--- src/rtl/vga_out_stage.sv ---
// vga_out_stage: VGA timing counters plus registered, blanked TinyVGA Pmod output
module vga_out_stage #(
    parameter int H_ACTIVE = 640,
    parameter int H_FP     = 16,
    parameter int H_SYNC   = 96,
    parameter int H_BP     = 48,
    parameter int V_ACTIVE = 480,
    parameter int V_FP     = 10,
    parameter int V_SYNC   = 2,
    parameter int V_BP     = 33,
    parameter logic SYNC_POL = 1'b0
) (
    input  logic       clk,
    input  logic       rst_n,
    input  logic       ena,
    input  logic [5:0] rgb_in,
    output logic [9:0] x,
    output logic [9:0] y,
    output logic       active,
    output logic       line_start,
    output logic       frame_start,
    output logic [7:0] frame_cnt,
    output logic [7:0] uo_out
);
    localparam logic [9:0] H_ACT  = 10'(H_ACTIVE);
    localparam logic [9:0] H_LAST = 10'(H_ACTIVE + H_FP + H_SYNC + H_BP - 1);
    localparam logic [9:0] HS_BEG = 10'(H_ACTIVE + H_FP);
    localparam logic [9:0] HS_END = 10'(H_ACTIVE + H_FP + H_SYNC);
    localparam logic [9:0] V_ACT  = 10'(V_ACTIVE);
    localparam logic [9:0] V_LAST = 10'(V_ACTIVE + V_FP + V_SYNC + V_BP - 1);
    localparam logic [9:0] VS_BEG = 10'(V_ACTIVE + V_FP);
    localparam logic [9:0] VS_END = 10'(V_ACTIVE + V_FP + V_SYNC);
    localparam logic [7:0] UO_RST = {~SYNC_POL, 3'b000, ~SYNC_POL, 3'b000};

    logic [9:0] hcount_q, hcount_d, vcount_q, vcount_d;
    logic [7:0] frame_cnt_q, frame_cnt_d, uo_q, uo_d;
    logic       h_wrap, v_wrap, hsync, vsync;
    logic [5:0] rgb;

    always_comb begin
        h_wrap      = hcount_q == H_LAST;
        v_wrap      = vcount_q == V_LAST;
        hcount_d    = ena ? (h_wrap ? 10'd0 : hcount_q + 10'd1) : hcount_q;
        vcount_d    = (ena && h_wrap) ? (v_wrap ? 10'd0 : vcount_q + 10'd1) : vcount_q;
        frame_cnt_d = (ena && h_wrap && v_wrap) ? frame_cnt_q + 8'd1 : frame_cnt_q;
        hsync       = (hcount_q >= HS_BEG && hcount_q < HS_END) ? SYNC_POL : ~SYNC_POL;
        vsync       = (vcount_q >= VS_BEG && vcount_q < VS_END) ? SYNC_POL : ~SYNC_POL;
        rgb         = active ? rgb_in : 6'd0;
        // Pmod order interleaves the low colour bits with hsync and the high bits with vsync
        uo_d        = ena ? {hsync, rgb[0], rgb[2], rgb[4], vsync, rgb[1], rgb[3], rgb[5]} : uo_q;
    end

    always_ff @(posedge clk) begin
        if (!rst_n) begin
            hcount_q    <= 10'd0;
            vcount_q    <= 10'd0;
            frame_cnt_q <= 8'd0;
            uo_q        <= UO_RST;
        end else begin
            hcount_q    <= hcount_d;
            vcount_q    <= vcount_d;
            frame_cnt_q <= frame_cnt_d;
            uo_q        <= uo_d;
        end
    end

    assign x           = hcount_q;
    assign y           = vcount_q;
    assign active      = hcount_q < H_ACT && vcount_q < V_ACT;
    assign line_start  = hcount_q == 10'd0;
    assign frame_start = line_start && vcount_q == 10'd0;
    assign frame_cnt   = frame_cnt_q;
    assign uo_out      = uo_q;
endmodule

--- config.mk ---
export PLATFORM = sky130hd
export DESIGN_NAME = vga_out_stage
export DESIGN_NICKNAME = d
export VERILOG_FILES = /design/src/rtl/vga_out_stage.sv
export SDC_FILE = /design/constraint.sdc
export NUM_CORES = 1
export LEC_CHECK = 0
export ABC_AREA = 1
export BUFFER_PORTS_ARGS = -buffer_cell sky130_fd_sc_hd__buf_2
export CORE_MARGIN = 2
export CORE_UTILIZATION = 50
export CTS_CLUSTER_SIZE = 30
export DETAILED_ROUTE_END_ITERATION = 10
export GPL_ROUTABILITY_DRIVEN = 0
export GPL_TIMING_DRIVEN = 0
export PLACE_DENSITY = 0.79
export SETUP_SLACK_MARGIN = 0.02
export SYNTH_ARGS = -nofsm -noshare
export SYNTH_HDL_FRONTEND = slang
export SYNTH_SLANG_ARGS = --single-unit
--- constraint.sdc ---
create_clock -name clk -period 3.3 [get_ports clk]
set_input_delay 0.165 -clock clk [delete_from_list [all_inputs] [get_ports clk]]
set_output_delay 0.165 -clock clk [all_outputs]
set_load 0.02 [all_outputs]
== Yosys cells after proc, flatten, opt, wreduce, memory -nomap -nowiden ==
Index checks and enable logic that the tools add are counted.

* Word-level logic and storage cells: 28
* Input bits: 9
* Register bits after elaboration: 36

* Order comparisons: 6
* Equality and inequality tests: 2
* Mux-type cells: 5
* Add/subtract/negate cells: 3
* Reduce and logical (&&, ||, !) cells: 8

{| class="wikitable"
|+ Operators by type and width
! operator !! count
|-
| $add 10x1->10 const B || 2
|-
| $eq 10x10->1 const B || 2
|-
| $logic_not 10->1 || 2
|-
| $lt 10x10->1 const B || 2
|-
| $lt 10x9->1 const B || 2
|-
| $mux 10 || 2
|-
| $ge 10x10->1 const B || 1
|-
| $ge 10x9->1 const B || 1
|-
| $add 8x1->8 const B || 1
|-
| $logic_and 1x1->1 || 6
|-
| $mux 6 || 1
|-
| $mux 1 || 2
|}

== Logic depth before layout (Yosys ltp) ==
Gate-level depths: netlist of run 1.

* Depth after elaboration: 3
* Mapped depth: 9
* Depth with buffers taken out: 9

== Worst setup path before layout of run 1 ==
Ideal clock, no wire load.

* Path kind: register to register
* Start: reg hcount_q[1] (netlist: x[1])
* End: reg vcount_q[9] (netlist: y[9])
* Library setup time: 114 ps
* Setup slack: 1,752 ps
* Cell stages (with the launch flop): 10
* Buffers on the path: 1
* Period minus slack after synthesis: 1,548 ps
* Arrival time: 1,433 ps
* Required time: 3,186 ps
* Path through: dfxtp_1 -> ha_1 -> nand2_2 -> nor2_8 -> inv_4 -> nor2_8 -> buf_8 -> nand3_1 -> nand2_1 -> a21oi_2

* Word-level cells in the longest chain between the ends: 2

{| class="wikitable"
|+ Ends and longest elaborated chain
! element !! RTL line !! text
|-
| start: declaration || 35 || <nowiki>logic [9:0] hcount_q, hcount_d, vcount_q, vcount_d;</nowiki>
|-
| start signal: assignment || 60 || <nowiki>hcount_q <= hcount_d;</nowiki>
|-
| $eq 10x10->1 || 41 || <nowiki>h_wrap = hcount_q == H_LAST;</nowiki>
|-
| $logic_and 1x1->1 || 44 || <nowiki>vcount_d = (ena && h_wrap) ? (v_wrap ? 10'd0 : vcount_q + 10'd1) : vcount_q;</nowiki>
|-
| end signal: assignment || 61 || <nowiki>vcount_q <= vcount_d;</nowiki>
|-
| end: declaration || 35 ||
|}

No other way between the ends.
A chain may end at the register's enable or synchronous reset.

== Worst setup path in the final report of run 1 ==
* Start: reg hcount_q[0] (netlist: x[0])
* End: out frame_start

* Word-level cells in the longest chain between the ends: 2

{| class="wikitable"
|+ Ends and longest elaborated chain
! element !! RTL line !! text
|-
| $logic_not 10->1 || 70 || <nowiki>assign line_start = hcount_q == 10'd0;</nowiki>
|-
| $logic_and 1x1->1 || 71 || <nowiki>assign frame_start = line_start && vcount_q == 10'd0;</nowiki>
|-
| end: declaration || 21 || <nowiki>output logic frame_start,</nowiki>
|}

No other way between the ends.

==> metrics.md, run 1 <==
| Metric | Value |
|---|---|
| Clock buffer depth | 2 |
| Overflow after GRT | 0 |
| Fillers | 370 |
| Power share of the combinational group | 0.078 |
| F_max | between 500 and 600 MHz |
| Flops & latches, synth | 36 |
| Crit-path max FO | 4 |
| Net switching power | 0.207 mW |
| DRC viols | 0 |
| VDD IR max | approximately 0.22 mV |
| # nets final | approximately 350 |
| Hold WC Path Type | in2reg |
| Register area | around 700 um2 |
| Tot GR Track Use | 0.213 |
| CTS tree | yes |
| Setup TNS | 0 ns |
| First-pass GRT wire length | about 7.3 mm |
| Register-to-Register Setup Slack | 1.66 ns |
| Crit path max-delay cell type | dfxtp_1 |
| Post-DP HPWL | 3.27 mm |
| Status | complete, no violations |
| Diode count | 0 |
| Die Area | 4480 um2 |
| TritonCTS Buffers | 5 |
| Worst-Margin Slew | 0.494 ns |
| Core Area | approximately 3700 um2 |
| Sw Ratio | 0.246 |
| Via count | 1,919 |
| Sequential share of power | 0.532 |
| Final Setup Violations | 0 |
| Tot Pwr | 0.841 mW |
| Cell variety after synth | 31 |
| Synth warn | 0 |
| Largest net degree at the start of global routing | 12 |
| DR vias/cell | approximately 5.0 |
| Max Slew Vio Count | 0 |
| Hold Startpoint | rgb_in[1] |
| Worst setup startpoint | x[0] |
| Pint | 0.634 mW |
| Cts repair resizes | 0 |
| Post-Syn Instances | 280 |
| Normalized max-slew margin | 0.671 |
| Skew final | between 0.002 and 0.003 ns |
| Clk slew on worst S/H paths | around 0.07 ns |
| Syn Area/Cell | around 7.1 um2 |
| Die width | approximately 67 um |
| Final Critical Period | ~1.8 ns |
| Syn Nets | slightly below 300 |
| Leak pwr | roughly 1.1 nW |
| Critical-path cell list | inv_1, ha_1, nor3b_1, nand4_1, nor3_1, buf_2 |
| Crit path DAT | ~1.6 ns |
| Hold buffers post-CTS | 0 |
| DR WL/cell | around 11 um |
| Pwr dens | 356 nW/um2 |
| Multi-input logic area | between 1000 and 1500 um2 |
| Largest stage delay, worst path | between 0.3 and 0.4 ns |
| RSZ-0062 raised after global routing | no |
| Placed cell count | ~370 |
| Initial antenna violation count | 0 |
| CP Launch Type | register |
| MaxCap Viol Count | 0 |
| Non-Filler Instances | roughly 380 |
| Worst EP required | 3.13 ns |
| Ports | 48 |
| Post CTS Setup Buffer Count | 0 |
| Routed WL | between 4 and 5 mm |
| Setup CP Type | reg2out |
| H-tree Lvls | 2 |
| Area Growth Syn to Fin | 19.1% |
| Layout cell share with drive strength beyond 1 | 0.234 |
| Crit path capture type | output pin |
| Row count | 22 |
| Mapped cell area | approximately 2000 um2 |
| Worst R2R Start | x[1] |
| Worst skew pair latency | approximately 0.28 ns |
| Final hold viol count | 0 |
| Worst hold slack | around 0.12 ns |
| Seq/Total Area, Yosys | 0.364 |
| Clock Sinks | 36 |
| Fin crit share | 0.532 |
| PortBufs | 45 |
| CTS Root Cell | clkbuf_8 |
| Vias in the first global route | 1,689 |
| Number of detailed-route iterations in the first pass | 4 |
| Initial Util | 0.529 |
| DIE HEIGHT | 67.0 um |
| ANT nets after route | 0 |
| Drt initial violations | between 100 and 150 |
| Clock share of power | 0.391 |
==> worst max-delay path: cells and delay by family, from the launching register on <==
kind                     cells  cell delay (ns)
flip-flops                   1             0.34
buffers and inverters        2             0.28
AND/OR/NAND/NOR              3             0.55
adder cells (fa/ha/maj)      1             0.14
==> per-layer routing <==
metal  wire, um  vias to the layer above  global-route usage
met5          0                        -                   0
met4         18                        0              0.0383
met3        266                        2              0.0608
met2       2020                       54               0.354
met1       2050                      864               0.276
li1           -                      999                   -
==> synthesized netlist by cell type <==
| library cell | n | area share |
|---|---|---|
| dfxtp_1 | 36 | 0.36 |
| nor3_1 | 4 | 0.010 |
| nor3_2 | 1 | 0.0051 |
| nor2_2 | 3 | 0.0095 |
| xnor2_1 | 3 | 0.013 |
| inv_1 | 34 | 0.064 |
| nand2_1 | 71 | 0.13 |
| nor3_4 | 1 | 0.0082 |
| clkinv_1 | 1 | 0.0019 |
| o21ai_2 | 1 | 0.0044 |
| o21ai_0 | 11 | 0.028 |
| nor2_4 | 1 | 0.0057 |
| a21oi_2 | 2 | 0.0088 |
| nand3_2 | 3 | 0.015 |
| nand3_4 | 1 | 0.0088 |
| a21oi_1 | 25 | 0.063 |
| nor3b_1 | 2 | 0.0076 |
| inv_2 | 1 | 0.0019 |
| a211oi_1 | 1 | 0.0038 |
| buf_8 | 1 | 0.0076 |
| clkbuf_1 | 1 | 0.0019 |
| nand4_4 | 1 | 0.011 |
| inv_4 | 1 | 0.0032 |
| nand2_2 | 4 | 0.013 |
| xor2_1 | 6 | 0.027 |
| nor2_8 | 2 | 0.020 |
| nor2_1 | 32 | 0.061 |
| buf_2 | 3 | 0.0076 |
| nand3_1 | 15 | 0.038 |
| ha_1 | 5 | 0.032 |
| nand4_1 | 7 | 0.022 |
==> kinds of logic (layout without fill, tap and decap cells) <==
group | Yosys count | after routing | share of synthesized area
xor gates and xnor gates | 9 | 9 | 0.0398
adders and majority gates | 5 | 5 | 0.0316
buffers and inverters | 42 | 95 | 0.0884
DFF | 36 | 36 | 0.364
AOI/OAI and AO/OA | 40 | 40 | 0.108
and+or+nand+nor | 148 | 148 | 0.369
==> cell usage in the layout (no fill, tap or decap), types with 2 or more instances in the layout <==
master,n
a21oi_2,2
nand2_1,71
nor2_2,3
nor2_1,32
clkbuf_1,2
ha_1,5
o21ai_0,11
buf_2,48
xor2_1,6
nand3_2,3
nor3_1,4
nor2_8,2
nand2_2,4
nor3b_1,2
a21oi_1,25
inv_1,34
nand3_1,15
nand4_1,7
xnor2_1,3
clkbuf_8,6
dfxtp_1,36
==> area by class of cell <==
type                       instances  area share
multi-input combinational        202       0.460
sequential                        36       0.305
timing repair buffer              45      0.0954
inverter                          37      0.0599
tap                               48      0.0254
buffer                             5      0.0143
clock inverter                     1     0.00318
clock buffer                       7      0.0366
==> power by group through the flow <==
stage	sequential [mW]	clock [mW]	combinational (mW)
2_1_floorplan	0.468	0	0.0320
6_report	0.448	0.329	0.0652
3_3_place_gp	0.457	0	0.0645
4_1_cts	0.447	0.338	0.0658
5_1_grt	0.449	0.357	0.0717
3_5_place_dp	0.457	0	0.0654
==> registers in the layout, indices dropped and copies added, names as in the netlist <==
signal / count
uo_out: 8
frame_cnt: 8
y: 10
x: 10
==> worst paths after layout <==
kind | endpoint | cells past startpoint
worst min-delay path | uo_out[2] | 3
worst max-delay path | frame_start | 6
worst min register to register | uo_out[7] | 2
worst max register to register | y[2] | 8
==> per-stage QoR <==
step | setup WS [ns] | util | instance area (um2)
3_3_place_gp | 1.72 | 0.606 | 2270
2_1_floorplan | 1.75 | - | 1980
4_1_cts | 1.52 | 0.631 | 2360
3_5_place_dp | 1.68 | 0.606 | 2270
5_1_grt | 1.39 | 0.631 | 2360
6_report | 1.54 | 0.631 | 2360
Power figures use the tool's default switching activity.
==> inputs of run 2 (changes only) <==
Settings changed: ABC_AREA 1 to 0, CORE_UTILIZATION 50 to 47.
Clock period 3.3 ns to 1.5 ns, I/O delays scaled along.
==> run 2 against run 1 <==
The run now ends with negative setup slack left. Sequential power grew 120%. Critical path type is now reg2reg. Cell count shrank 13%. First-iteration DRC count shrank 24%. Clock power grew 120%. Largest power group unchanged. Total power grew 120%. Worst setup slack lost 1.9 ns. Clock-buffer cell count grew 1. Synthesized cell count shrank 25%.
==> metrics.md, run 2 <==
| Metric | Value |
|---|---|
| VDD IR max | 0.546 mV (was 0.224 mV) |
| Core Area | 3660 um2 (was 3740 um2) |
| Ports | 48 (unchanged) |
| Most common cell in the netlist | dfxtp_1 (was nand2_1) |
| CTS Root Cell | clkbuf_8 (unchanged) |
| F_max | 538 MHz |
| Worst R2R Start | x[0] (was x[1]) |
| Clock buffer depth | 2 (unchanged) |
| Largest net degree at the start of global routing | 12 (unchanged) |
| Final hold viol count | 0 (unchanged) |
| Area contributors post-synth | dfxtp_1, a21oi_1, nand3_1, ha_1, nand2b_1 (was dfxtp_1, nand2_1, inv_1, a21oi_1, nor2_1) |
| Hold path depth | 3 (unchanged) |
| Die width | 65.6 um (was 67.0 um) |
| Worst skew pair latency | 0.29 ns (was 0.28 ns) |
| Pwr dens | 705 nW/um2 (was 356 nW/um2) |
| RSZ-0062 raised after global routing | yes (was no) |
| Hold EP | uo_out[0] (was uo_out[2]) |
| Commonest non-fill, non-tap cell in the layout | buf_2 (was nand2_1) |
| Placed cell area | 2180 um2 (was 2270 um2) |
| Crit-path max FO | 6 (was 4) |
| Status | complete, but fails checks (was complete, no violations) |
| TritonCTS Buffers | 5 (unchanged) |
| Crit path max-delay cell type | or4_4 (was dfxtp_1) |
| Worst-Margin Slew | 0.641 ns (was 0.494 ns) |
| Worst EP required | 1.72 ns (was 3.13 ns) |
| Die Area | 4310 um2 (was 4480 um2) |
| Reg-to-Reg End | y[7] (was y[2]) |
| Vias in the first global route | 1,540 (was 1,689) |
| Tot GR Track Use | 0.235 (was 0.213) |
| Critical-path cell list | ha_4, nand4_4, or3_4, or4_4, a21oi_2 (was inv_1, ha_1, nor3b_1, nand4_1, nor3_1, buf_2) |
| Routed WL | 5.12 mm (was 4.36 mm) |
| Routed wl met2 | 2.48 mm (was 2.02 mm) |
| Via count | 1,889 (was 1,919) |
| Clock Sinks | 36 (unchanged) |
| Final WS setup | -0.358 ns (was 1.54 ns) |
| Worst setup startpoint | x[0] (unchanged) |
| Number of detailed-route iterations in the first pass | 4 (unchanged) |
| First-pass GRT wire length | 7.63 mm (was 7.30 mm) |
| CP Launch Type | register (unchanged) |
| Syn Area/Cell | 8.50 um2 (was 7.08 um2) |
| Post-Syn Instances | 210 (was 280) |
| EDFF count, synth | 0 (unchanged) |
| Layout cell share with drive strength beyond 1 | 0.468 (was 0.234) |
| Area Growth Syn to Fin | 47.5% (was 19.1%) |
| Drt initial violations | 99 (was 131) |
| Synth warn | 0 (unchanged) |
| Overflow after GRT | 0 (unchanged) |
| DIE HEIGHT | 65.6 um (was 67.0 um) |
| Seq/Total Area, Yosys | 0.404 (was 0.364) |
| Commonest non-fill, non-tap cells in the layout | buf_2, nand3_1, a21oi_1, buf_4, dfxtp_1 (was nand2_1, buf_2, dfxtp_1) |
| Post-DP HPWL | 2.98 mm (was 3.27 mm) |
| Leak pwr | 1.05 nW (was 1.13 nW) |
| Hold Startpoint | rgb_in[5] (was rgb_in[1]) |
| Main flop type after synthesis | dfxtp_1 (unchanged) |
| MaxCap Viol Count | 0 (unchanged) |
| Setup CP Type | reg2reg (was reg2out) |
| Cell variety after synth | 38 (was 31) |
| Skew final | 0.00601 ns (was 0.00275 ns) |
| Final Critical Period | around 1.9 ns |
| Met3 routed WL | 280 um (was 266 um) |
| Fin crit share | 1.24 |
| Clk slew on worst S/H paths | 0.07 ns (about the same) |
| Crit path capture type | register (was output pin) |
| Largest stage delay, worst path | 0.51 ns (was 0.34 ns) |
| Syn Nets | 224 (was 294) |
| DR vias/cell | 5.72 (was 5.04) |
| Reg2Reg Depth | 5 (was 8) |
| Max Slew Vio Count | 0 (unchanged) |
| ANT nets after route | 0 (unchanged) |
| Normalized max-slew margin | 0.573 (was 0.671) |
| Diode count | 0 (unchanged) |
| Row count | 22 (unchanged) |
| Crit path DAT | 2.08 ns (was 1.59 ns) |
| Initial Util | 0.487 (was 0.529) |
| CTS tree | yes (unchanged) |
| Worst path bufs/invs | 0 (was 2) |
| Top cells by count, synth | dfxtp_1, a21oi_1, nand3_1 (was nand2_1, dfxtp_1, inv_1) |
| Initial antenna violation count | 0 (unchanged) |
| Final Setup Violations | 26 (was 0) |
| Post-route design area | 2630 um2 (was 2360 um2) |
| Mapped cell area | 1780 um2 (was 1980 um2) |
| Failing checks | negative setup slack |
| Asr flop ratio synth | 0 (unchanged) |
| # nets final | 295 (was 346) |
| DR WL/cell | 15.5 um (was 11.4 um) |
| Max layer used | met4 (unchanged) |
| H-tree Lvls | 2 (unchanged) |
| DRC viols | 0 (unchanged) |
| Hold WC Path Type | in2reg (unchanged) |
| Flops & latches, synth | 36 (unchanged) |
| PortBufs | 47 (was 45) |
| Crit-path leading delay family | simple AND/OR/NAND/NOR gates (unchanged) |
| Yosys top cell by area | dfxtp_1 (unchanged) |
| Setup TNS | -5.56 ns (was 0 ns) |
| Share of the synthesized area in the top cell type | 0.404 (was 0.364) |
| M1 WL | 2.21 mm (was 2.05 mm) |
| Register-to-Register Setup Slack | -0.36 ns (was 1.66 ns) |
==> run 2: per-layer routing <==
| metal | vias to the layer above | global-route usage |
|---|---|---|
| met1 | 900 | 0.313 |
| met3 | 14 | 0.0634 |
| met5 | - | 0 |
| met4 | 0 | 0.0859 |
| met2 | 65 | 0.366 |
| li1 | 910 | - |
==> run 2: cell families (layout without fill, tap and decap cells) <==
group                    after synthesis  after routing  synth area share
XOR/XNOR                              11             11            0.0540
AO/OA/AOI/OAI                         41             42             0.133
adder cells (fa/ha/maj)                5              5            0.0351
buffers and inverters                 18             88            0.0477
flip-flops                            36             36             0.404
multiplexers                           1              1           0.00561
AND/OR/NAND/NOR                       98             99             0.320
==> run 2: worst reg2reg max path, delay by kind of cell, from the launching register on <==
family / cells / cell delay (ns)
AO/OA/AOI/OAI: 1 / 0.15
adder cells (fa/ha/maj): 1 / 0.17
AND/OR/NAND/NOR: 3 / 1.07
flip-flops: 1 / 0.39
==> run 2: what timing repair did <==
| action | in CTS | in global routing |
|---|---|---|
| pin swaps | 10 | 18 |
| hold buffers | 0 | 0 |
| hold endpoints to repair | 0 | 0 |
| resized for setup | 27 | 38 |
| setup endpoints to repair | 26 | 27 |
| buffers inserted | 8 | 9 |
| cloned | 3 | 0 |
==> run 2: layout make-up <==
type | instances | area [um2]
multi-input cells | 158 | 1230
flip-flops and latches | 36 | 763
fillers | 265 | 1030
plain buffers | 7 | 60.1
clock buffers | 8 | 90.1
well taps | 48 | 60.1
inverters | 8 | 35.0
repair buffers | 65 | 397
==> run 2: worst max-delay path by stage <==
stage,to,cells past startpoint
floorplan,frame_cnt[7],6
global placement,frame_cnt[1],6
detailed placement,y[9],6
CTS,frame_start,7
global route,y[7],5
finish,y[7],5
==> run 2: through the flow <==
stage           util  worst slack (ns)  power, mW  std cells  hold slack [ns]
2_1_floorplan      -            -0.346       1.08        210            0.147
3_3_place_gp   0.596            -0.393       1.13        305            0.351
3_5_place_dp   0.596            -0.419       1.13        305            0.354
4_1_cts        0.665            -0.335       1.86        322           0.0475
5_1_grt        0.719            -0.406       1.93        330           0.0573
6_report       0.719            -0.358       1.85        330           0.0563
==> run 2: power by group <==
group | switching, mW | total [mW] | internal, mW | leakage (nW)
Clock | 0.337 | 0.711 | 0.374 | 0.0455
Sequential | 0.0131 | 0.973 | 0.960 | 0.304
Combinational | 0.0953 | 0.171 | 0.0753 | 0.705
==> inputs of run 3 (changes only) <==
--- a/config.mk
+++ b/config.mk
@@ -8,10 +8,10 @@
 export ABC_AREA = 0
-export BUFFER_PORTS_ARGS = -buffer_cell sky130_fd_sc_hd__buf_2
 export CORE_MARGIN = 2
-export CORE_UTILIZATION = 47
+export CORE_UTILIZATION = 50
 export CTS_CLUSTER_SIZE = 30
 export DETAILED_ROUTE_END_ITERATION = 10
+export DONT_BUFFER_PORTS = 1
 export GPL_ROUTABILITY_DRIVEN = 0
 export GPL_TIMING_DRIVEN = 0
-export PLACE_DENSITY = 0.79
+export PLACE_DENSITY = 0.72
 export SETUP_SLACK_MARGIN = 0.02
==> constraint.sdc (replaced) <==
create_clock -name clk -period 1.5 [get_ports clk]
set_input_delay 0.225 -clock clk [delete_from_list [all_inputs] [get_ports clk]]
set_output_delay 0.225 -clock clk [all_outputs]
set_load 0.02 [all_outputs]
==> run 3 against run 2 <==
The run still ends with negative setup slack left. Sequential cell count unchanged. Global-route usage increased by 1.2 points. Clock skew increased by 0.0055 ns. Sequential power about the same. Die area decreased by 5.6%. Routed wire length increased by 2.4%. Worst setup slack got worse by 0.28 ns. Non-clock buffer count decreased by 47. Register-to-register slack got worse by 0.05 ns. Utilization increased by 2.7 points. Largest cell class unchanged. Largest power group unchanged.
==> metrics.md, run 3 (same netlist as run 2, synthesis figures left out) <==
| Metric | Value |
|---|---|
| Final Setup Violations | 27 (was 26) |
| Ports | 48 (unchanged) |
| Diode count | 0 (unchanged) |
| Initial antenna violation count | 0 (unchanged) |
| Register area | 797 um2 (was 763 um2) |
| CTS tree | yes (unchanged) |
| PortBufs | 0 (was 47) |
| MaxCap Viol Count | 0 (unchanged) |
| Commonest non-fill, non-tap cells in the layout | nand3_1, dfxtp_4, a21oi_1 (was buf_2, nand3_1, a21oi_1, buf_4, dfxtp_1) |
| VDD IR max | 0.428 mV (was 0.546 mV) |
| ANT nets after route | 0 (unchanged) |
| Fillers | 218 (was 265) |
| Reg-to-Reg End | y[7] (unchanged) |
| Clock buffer depth | 2 (unchanged) |
| Post-DP HPWL | 3.02 mm (was 2.98 mm) |
| Tot GR Track Use | 0.247 (was 0.235) |
| Final hold viol count | 0 (unchanged) |
| Register-to-Register Setup Slack | -0.41 ns (was -0.36 ns) |
| Reg2Reg Depth | 5 (unchanged) |
| Failing checks | negative setup slack (unchanged) |
| CP Launch Type | register (unchanged) |
| Die Area | 4060 um2 (was 4310 um2) |
| Crit path capture type | output pin (was register) |
| Area Growth Syn to Fin | 41.7% (was 47.5%) |
| Final Critical Period | 2.14 ns (was 1.86 ns) |
| CTS Root Cell | clkbuf_4 (was clkbuf_8) |
| Fin crit share | 1.43 (was 1.24) |
| Hold EP | frame_cnt[7] (was uo_out[0]) |
| Normalized max-slew margin | 0.606 (was 0.573) |
| Core Area | 3390 um2 (was 3660 um2) |
| Status | complete, but fails checks (unchanged) |
| Worst setup startpoint | x[0] (unchanged) |
| Hold path depth | 2 (was 3) |
| Sequential share of power | 0.547 (was 0.524) |
| Tot Pwr | 1.78 mW (was 1.85 mW) |
| Net switching power | 0.443 mW (was 0.445 mW) |
| Power share of the combinational group | 0.063 (was 0.092) |
| Routed WL | 5.24 mm (was 5.12 mm) |
| Leak pwr | 0.836 nW (was 1.05 nW) |
| Finished Core Util | 0.746 (was 0.719) |
| # nets final | 248 (was 295) |
| Via count | 1,756 (was 1,889) |
| Pint | 1.34 mW (was 1.41 mW) |
| Row count | 21 (was 22) |
| F_max | 468 MHz (was 538 MHz) |
| Setup CP Type | reg2out (was reg2reg) |
| DR WL/cell | 18.6 um (was 15.5 um) |
| TritonCTS Buffers | 5 (unchanged) |
| Clock share of power | 0.390 (was 0.384) |
| Overflow after GRT | 0 (unchanged) |
| Placed cell count | 256 (was 305) |
| Non-Filler Instances | 281 (was 330) |
| Clk slew on worst S/H paths | 0.12 ns (was 0.07 ns) |
| H-tree Lvls | 2 (unchanged) |
| Die width | 63.7 um (was 65.6 um) |
| RSZ-0062 raised after global routing | yes (unchanged) |
| Crit path DAT | 1.91 ns (was 2.08 ns) |
| Vias in the first global route | 1,540 (unchanged) |
| Worst EP required | 1.27 ns (was 1.72 ns) |
| Skew final | 0.0115 ns (was 0.00601 ns) |
| DIE HEIGHT | 63.7 um (was 65.6 um) |
| Crit-path max FO | 5 (was 6) |
| Worst R2R Start | x[0] (unchanged) |
| Sw Ratio | 0.249 (was 0.240) |
| Setup Slack @ Placement | -0.499 ns (was -0.419 ns) |
| First-pass GRT wire length | 7.78 mm (was 7.63 mm) |
| Worst-Margin Slew | 0.591 ns (was 0.641 ns) |
| Multi-input logic area | 1310 um2 (was 1230 um2) |
| DR vias/cell | 6.25 (was 5.72) |
| Drt initial violations | 160 (was 99) |
| Max Slew Vio Count | 0 (unchanged) |
| Clock Sinks | 36 (unchanged) |
| Largest net degree at the start of global routing | 13 (was 12) |
| Hold Startpoint | rst_n (was rgb_in[5]) |
| DRC viols | 0 (unchanged) |
| Layout cell share with drive strength beyond 1 | 0.438 (was 0.468) |
| Worst skew pair latency | 0.34 ns (was 0.29 ns) |
| Pwr dens | 705 nW/um2 (about the same) |
| Initial Util | 0.526 (was 0.487) |
| Worst hold slack | 0.0283 ns (was 0.0563 ns) |
| Number of detailed-route iterations in the first pass | 4 (unchanged) |
| Hold WC Path Type | in2reg (unchanged) |
| Final WS setup | -0.638 ns (was -0.358 ns) |
run 3: cell types whose count changed in the layout (fill, tap and decap cells not counted), sizes merged:
cell | before | now
clkinv | 1 | 2
dlygate4sd3 | 0 | 2
buf | 69 | 17
bufinv | 0 | 1
clkinvlp | 0 | 1
run 3: what timing repair did:
| item | CTS | global route |
|---|---|---|
| pin swaps | 23 | 17 |
| endpoints found under the setup margin | 33 | 29 |
| hold endpoints to repair | 5 | 4 |
| hold buffers | 1 | 1 |
| setup buffers | 6 | 9 |
| cloned | 4 | 0 |
| gates resized for setup | 46 | 59 |
run 3: power groups by stage:
stage / Clock, mW / Sequential [mW] / Combinational (mW)
2_1_floorplan: 0 / 1.02 / 0.0661
3_3_place_gp: 0 / 1.02 / 0.0784
3_5_place_dp: 0 / 1.02 / 0.0803
4_1_cts: 0.707 / 0.990 / 0.100
5_1_grt: 0.748 / 0.976 / 0.122
6_report: 0.695 / 0.974 / 0.112
run 3: worst max-delay path by stage:
stage	slack (ns)	to
after floorplan	-0.35	frame_cnt[7]
after global placement	-0.46	frame_cnt[7]
after detailed placement	-0.50	frame_cnt[1]
after CTS	-0.69	frame_start
after global routing	-0.75	frame_start
final	-0.64	frame_start
run 3: area by class of cell:
class / instances / share of cell area
multi-input combinational: 158 / 0.517
sequential: 36 / 0.315
timing repair buffer: 17 / 0.0673
buffer: 8 / 0.0307
tap: 46 / 0.0228
clock inverter: 3 / 0.0168
clock buffer: 5 / 0.0149
inverter: 8 / 0.0149
run 3: worst max-delay path, stage by stage (launching register included):
cell and delay, ns:
dfxtp_4 0.41, inv_4 0.07, ha_4 0.12, nor4b_4 0.20, nand2_2 0.10, nor3_4 0.25
nor4bb_4 0.40
run 3: through the flow:
step	setup TNS, ns	instance area (um2)
floorplan	-5.57	1890
global placement	-9.87	1940
detailed placement	-10.69	1940
CTS	-8.79	2270
global route	-9.49	2530
finish	-7.66	2530
run 3: per-layer routing:
metal | global-route usage | share of wire | vias to the layer above
met5 | 0 | 0 | -
met4 | 0.0679 | 0.010 | 0
met3 | 0.0775 | 0.053 | 6
met2 | 0.438 | 0.55 | 64
met1 | 0.287 | 0.39 | 864
li1 | - | - | 822
